`config.mk`:
```
export PLATFORM = sky130hd
export DESIGN_NAME = instr_fetch_unit
export DESIGN_NICKNAME = d
export VERILOG_FILES = /design/src/rtl/instr_fetch_unit.sv
export SDC_FILE = /design/constraint.sdc
export NUM_CORES = 1
export LEC_CHECK = 0
export CAP_MARGIN = 20
export CORE_UTILIZATION = 45
export DETAILED_ROUTE_END_ITERATION = 8
export PLACE_DENSITY = 0.74
export SYNTH_ARGS = -nofsm -noshare
export SYNTH_HDL_FRONTEND = slang
export SYNTH_SLANG_ARGS = --single-unit
export TNS_END_PERCENT = 100
```
`constraint.sdc`:
```
create_clock -name clk -period 7.2 [get_ports clk]
set_input_delay 1.44 -clock clk [delete_from_list [all_inputs] [get_ports clk]]
set_output_delay 1.44 -clock clk [all_outputs]
set_load 0.01 [all_outputs]
```
`src/rtl/instr_fetch_unit.sv`:
```
`default_nettype none
// ============================================================================
//  Module   : instr_fetch_unit
//  Purpose  : Instruction fetch front end. Owns the fetch PC and issues
//             single-outstanding word reads to instruction memory. Returned
//             words go into a small prefetch FIFO that feeds decode through
//             a valid/ready handshake. A redirect flushes the FIFO, reloads
//             the fetch PC and discards any fetch still in flight.
//  Ports    : clk, reset (async, active-low)
//             imem_req / imem_addr / imem_ack / imem_rdata : memory side
//             instruction / instr_pc / instr_valid / instr_ready : decode side
//             redirect / redirect_pc : jump/branch resolution
//             fetch_fault : sticky misaligned-redirect flag
//  Options  : MISALIGN_TRAP_EN - when defined, a redirect whose target has
//             nonzero low bits sets fetch_fault and halts fetching until
//             reset. When undefined, the low bits are cleared silently and
//             fetch_fault is tied to 0.
//  Revision : 1.0 - initial release
// ============================================================================
module instr_fetch_unit #(
    parameter logic [31:0] RESET_PC = 32'h0000_0000,
    parameter int          DEPTH    = 2
) (
    input  logic        clk,
    input  logic        reset,
    output logic        imem_req,
    output logic [31:0] imem_addr,
    input  logic        imem_ack,
    input  logic [31:0] imem_rdata,
    output logic [31:0] instruction,
    output logic [31:0] instr_pc,
    output logic        instr_valid,
    input  logic        instr_ready,
    input  logic        redirect,
    input  logic [31:0] redirect_pc,
    output logic        fetch_fault
);

    localparam int              c_aw    = (DEPTH > 1) ? $clog2(DEPTH) : 1;
    localparam logic [c_aw:0]   c_depth = (c_aw + 1)'(DEPTH);

    // RUN: nothing in flight. WAIT: response wanted. DRAIN: response stale.
    typedef enum logic [1:0] {
        ST_RUN   = 2'd0,
        ST_WAIT  = 2'd1,
        ST_DRAIN = 2'd2
    } state_t;

    state_t            r_state;
    state_t            w_state_next;
    logic [31:0]       r_fetch_pc;
    logic [c_aw-1:0]   r_rd_ptr;
    logic [c_aw-1:0]   r_wr_ptr;
    logic [c_aw:0]     r_count;
    logic [31:0]       r_mem_pc   [DEPTH];
    logic [31:0]       r_mem_data [DEPTH];

    logic              w_issue;
    logic              w_push;
    logic              w_pop;
    logic              w_halt;

    // ------------------------------------------------------------------
    // Misaligned-redirect trap
    // ------------------------------------------------------------------
`ifdef MISALIGN_TRAP_EN
    logic r_fault;

    always_ff @(posedge clk or negedge reset) begin
        if (!reset) begin
            r_fault <= 1'b0;
        end else if (redirect && (redirect_pc[1:0] != 2'b00)) begin
            r_fault <= 1'b1;
        end
    end

    assign w_halt      = r_fault;
    assign fetch_fault = r_fault;
`else
    // Low target bits are simply dropped when the trap is not built in.
    logic w_unused_lsbs;

    assign w_unused_lsbs = ^redirect_pc[1:0];
    assign w_halt        = 1'b0;
    assign fetch_fault   = 1'b0;
`endif

    // ------------------------------------------------------------------
    // Handshake qualifiers and next-state logic
    // ------------------------------------------------------------------
    always_comb begin
        // Gating on reset keeps imem_req low while reset is held, since the
        // state register sits in RUN with an empty FIFO during reset.
        w_issue      = (r_state == ST_RUN) && (r_count < c_depth) &&
                       !redirect && !w_halt && reset;
        // Redirect outranks ack and pop: both are squashed on that edge.
        w_push       = (r_state == ST_WAIT) && imem_ack && !redirect;
        w_pop        = (r_count != '0) && instr_ready && !redirect;
        w_state_next = r_state;

        case (r_state)
            ST_RUN: begin
                if (w_issue) begin
                    w_state_next = ST_WAIT;
                end
            end
            ST_WAIT: begin
                // An ack landing with a redirect closes the transaction, so
                // there is nothing left to drain.
                if (imem_ack) begin
                    w_state_next = ST_RUN;
                end else if (redirect) begin
                    w_state_next = ST_DRAIN;
                end
            end
            ST_DRAIN: begin
                if (imem_ack) begin
                    w_state_next = ST_RUN;
                end
            end
            default: begin
                w_state_next = ST_RUN;
            end
        endcase
    end

    // ------------------------------------------------------------------
    // State, fetch PC and FIFO pointers
    // ------------------------------------------------------------------
    always_ff @(posedge clk or negedge reset) begin
        if (!reset) begin
            r_state    <= ST_RUN;
            r_fetch_pc <= RESET_PC;
            r_rd_ptr   <= '0;
            r_wr_ptr   <= '0;
            r_count    <= '0;
        end else begin
            r_state <= w_state_next;
            if (redirect) begin
                r_fetch_pc <= {redirect_pc[31:2], 2'b00};
                r_rd_ptr   <= '0;
                r_wr_ptr   <= '0;
                r_count    <= '0;
            end else begin
                if (w_push) begin
                    r_wr_ptr   <= r_wr_ptr + 1'b1;
                    r_fetch_pc <= r_fetch_pc + 32'd4;
                end
                if (w_pop) begin
                    r_rd_ptr <= r_rd_ptr + 1'b1;
                end
                case ({w_push, w_pop})
                    2'b10:   r_count <= r_count + 1'b1;
                    2'b01:   r_count <= r_count - 1'b1;
                    default: r_count <= r_count;
                endcase
            end
        end
    end

    // FIFO storage needs no reset: the head is masked by instr_valid.
    always_ff @(posedge clk) begin
        if (w_push) begin
            r_mem_pc[r_wr_ptr]   <= r_fetch_pc;
            r_mem_data[r_wr_ptr] <= imem_rdata;
        end
    end

    // Issue is gated on occupancy, so a push into a full FIFO without a
    // matching pop means that gating has broken.
    always_ff @(posedge clk) begin
        if (reset && w_push && !w_pop) begin
            assert (r_count < c_depth);
        end
    end

    // ------------------------------------------------------------------
    // Outputs
    // ------------------------------------------------------------------
    assign imem_req    = w_issue;
    assign imem_addr   = r_fetch_pc;
    assign instr_valid = (r_count != '0);
    assign instruction = instr_valid ? r_mem_data[r_rd_ptr] : 32'h0;
    assign instr_pc    = instr_valid ? r_mem_pc[r_rd_ptr]   : 32'h0;

endmodule
`default_nettype wire

```
==> flow_summary.yaml <==
logic_synthesis:
  synth_top_area_cell: "edfxtp_1"
  yosys_warnings: 0
  muxShareOfSynthArea_pct: 9.29
  synth_top_area_share_pct: 54.8
  synth_area_leaders: "edfxtp_1 (55%), dfrtp_1 (13%), mux2i_1 (9.3%)"
  async_flop_share_pct: 22.5
  synth.most_common_cell: "edfxtp_1"
  synth_edf_count: 124
  ys_ff_latch: 160
  synth-main-ff-cell: "edfxtp_1"
  synth-seq-area-share_pct: 68.1
  synthSimpleGateAreaFrac_pct: 13.2
  syn_area_um2: 6790
  synthDistinctLibCells: 39
  synth-compound-area-share_pct: 4.68
  synth.avg_cell_area_um2: 13.5
  synth-xor-area-share_pct: 1.55
  synth_top_family_by_area: "simple AND/OR/NAND/NOR gates"
  netlist_top_cells_count: "edfxtp_1 (124), nor2_1 (88), mux2i_1 (63), dfrtp_1 (36), o21ai_0 (28)"
  synthAdderAreaFrac_pct: 0.184
  syn-instance-count: 504
clock_network:
  clkTransAtPathRegs_ps: 60
  ctsResizeCount: 0
  clock-sinks: 160
  clk_latency_ps: 420
  post_cts_buffers: 0
  cts_hold_buf: 0
  cts-root-buf: "clkbuf_16"
  htreeDepth: 4
  clk_path_buf_depth: 2
  cts_tree: "done"
  numCtsBuffers: 17
place:
  place.gp.congestion: 0.786
  numPortBuffers: 160
  placed_cells: 825
  place_ws_ps: 2720
  dp_hpwl_mm: 9.63
pwr:
  p_leak_nw: 3.09
  ir_drop_v: 0.000164
  p_per_area_nw_per_um2: 243
final_layout:
  layoutNonFillerInstCount: 858
  syn_to_final_growth_pct: 35.1
  multiInputGateArea_um2: 2000
  insertedDiodeCount: 0
  n_fill_cell: 1139
  final-seq-area_um2: 4630
  fin_nets: 731
  drive_gt1_share_pct: 7.57
sta:
  timing.fmax_mhz: 225
  layout_min_cycle_time_ps: 4430
  slew_viol_final: 0
  finalCritPeriodShare_pct: 61.6
  setup_viol: 0
  slew-limit-headroom_pct: 41.4
  fin_worst_skew_ps: 5.72
  hold-worst-slack_ps: 544
  worst_slew_pin_slew_ps: 879
  hold_viol: 0
  rsz0062_at_grt: "false"
  layout_setup_ws_ps: 2770
  tns_ps: 0
detailed_routing:
  wirelength_mm: 15.1
  dr.pass1.iters: 7
  drtAntennaViolNets: 0
  drtIter0Drc: 330
  remaining_drc_errors: 28
  num_vias: 4571
  post_drt_wl_per_cell_um: 17.6
  vias_per_cell: 5.33
critical_path:
  crit_path_max_fanout: 37
  cp_slowest_cell: "buf_2"
  cp-start-kind: "primary input"
  end_kind: "output pin"
  worst_ep_arrival_time_ps: 2990
  required_ps: 5760
  max_stage_delay_ps: 650
  cp_cell_sequence: "buf_2 -> and4_1 -> clkdlybuf4s50_1"
  crit_type: "primary input to output pin"
flow_run:
  maxCapViolations: 0
floorplan:
  die-area_um2: 15600
  core-area_um2: 14600
  die_h_um: 125
  io_pins: 168
  die_x_um: 125
  placement_rows: 44
  start_util_pct: 46.4
min_path:
  hp-class: "flip-flop to flip-flop"
grt:
  track_usage_pct: 20.3
  grt_overflow: 0
  grt_pass1_vias: 4588
  grt_pass1_wl_mm: 24.1
  grt_max_degree: 64
  antenna_found_initial: 0
run_status:
  violations: "design-rule violations"
  status: "finished, violations left"
[metrics by stage]
stage	util (%)	instance area, um2	power [mW]
6_report	62.6	9170	2.23
3_3_place_gp	58.1	8510	1.29
4_1_cts	62.5	9150	2.24
2_1_floorplan	-	6810	1.17
3_5_place_dp	58.1	8510	1.30
5_1_grt	62.6	9170	2.30
[cells by family after synthesis]
kind of cell             Yosys count
other                              1
flip-flops                       160
AO/OA/AOI/OAI                     55
multiplexers                      63
AND/OR/NAND/NOR                  175
adder cells (fa/ha/maj)            1
buffers and inverters             37
XOR/XNOR                          12
[flip-flops by register name (all words and copies together), names as in the netlist]
name / count
r_count: 2
r_mem_data: 64
r_rd_ptr: 1
r_mem_pc: 60
r_wr_ptr: 1
r_state: 2
imem_addr: 30
[area by class of cell]
class | instances | share of cell area (%)
sequential | 160 | 50.5
multi-input combinational | 311 | 21.8
timing repair buffer | 167 | 18.2
clock buffer | 22 | 5.17
tap | 184 | 2.51
clock inverter | 10 | 1.72
inverter | 4 | 0.164
[final timing paths]
path / startpoint / endpoint / slack (ps) / cells past startpoint
max: reset / imem_req / 2770 / 3
max reg2reg: r_state[1] / r_mem_data[1][31] / 4450 / 4
min: imem_addr[31] / r_mem_pc[0][31] / 540 / 0
max in group asynchronous: reset / r_rd_ptr / 5440 / 1
min in group asynchronous: reset / r_count[0] / 1130 / 1
min reg2reg: imem_addr[31] / r_mem_pc[0][31] / 540 / 0
[where the power goes]
group	switching, mW	internal [mW]
logic	0.0966	0.111
clock network	0.345	0.606
registers	0.0379	1.03
[critical path: cells and delay by family]
family                 cells  cell delay, ps
and+or+nand+nor            1             340
buffers and inverters      2            1200
[layer usage]
layer	wire [um]	vias up	track usage [%]
met1	6560	2208	26.1
met2	7290	170	33.3
met3	928	22	4.64
li1	-	2171	-
met5	0	-	0
met4	291	0	8.46
[cells in the final DEF, fill, tap and decap left out, types with 4 or more instances in the layout]
master / n
or3_1: 15
nand3_1: 11
mux2i_1: 63
nor2b_1: 5
nand4_1: 11
clkbuf_16: 17
nor2_1: 87
a31oi_1: 19
o21ai_0: 28
and4_1: 5
xor2_1: 9
inv_1: 4
and3_1: 4
nand2_1: 18
edfxtp_1: 124
bufinv_16: 4
clkdlybuf4s50_1: 159
buf_4: 6
dfrtp_1: 35
conb_1: 5
(Power assumes the default switching activity.)
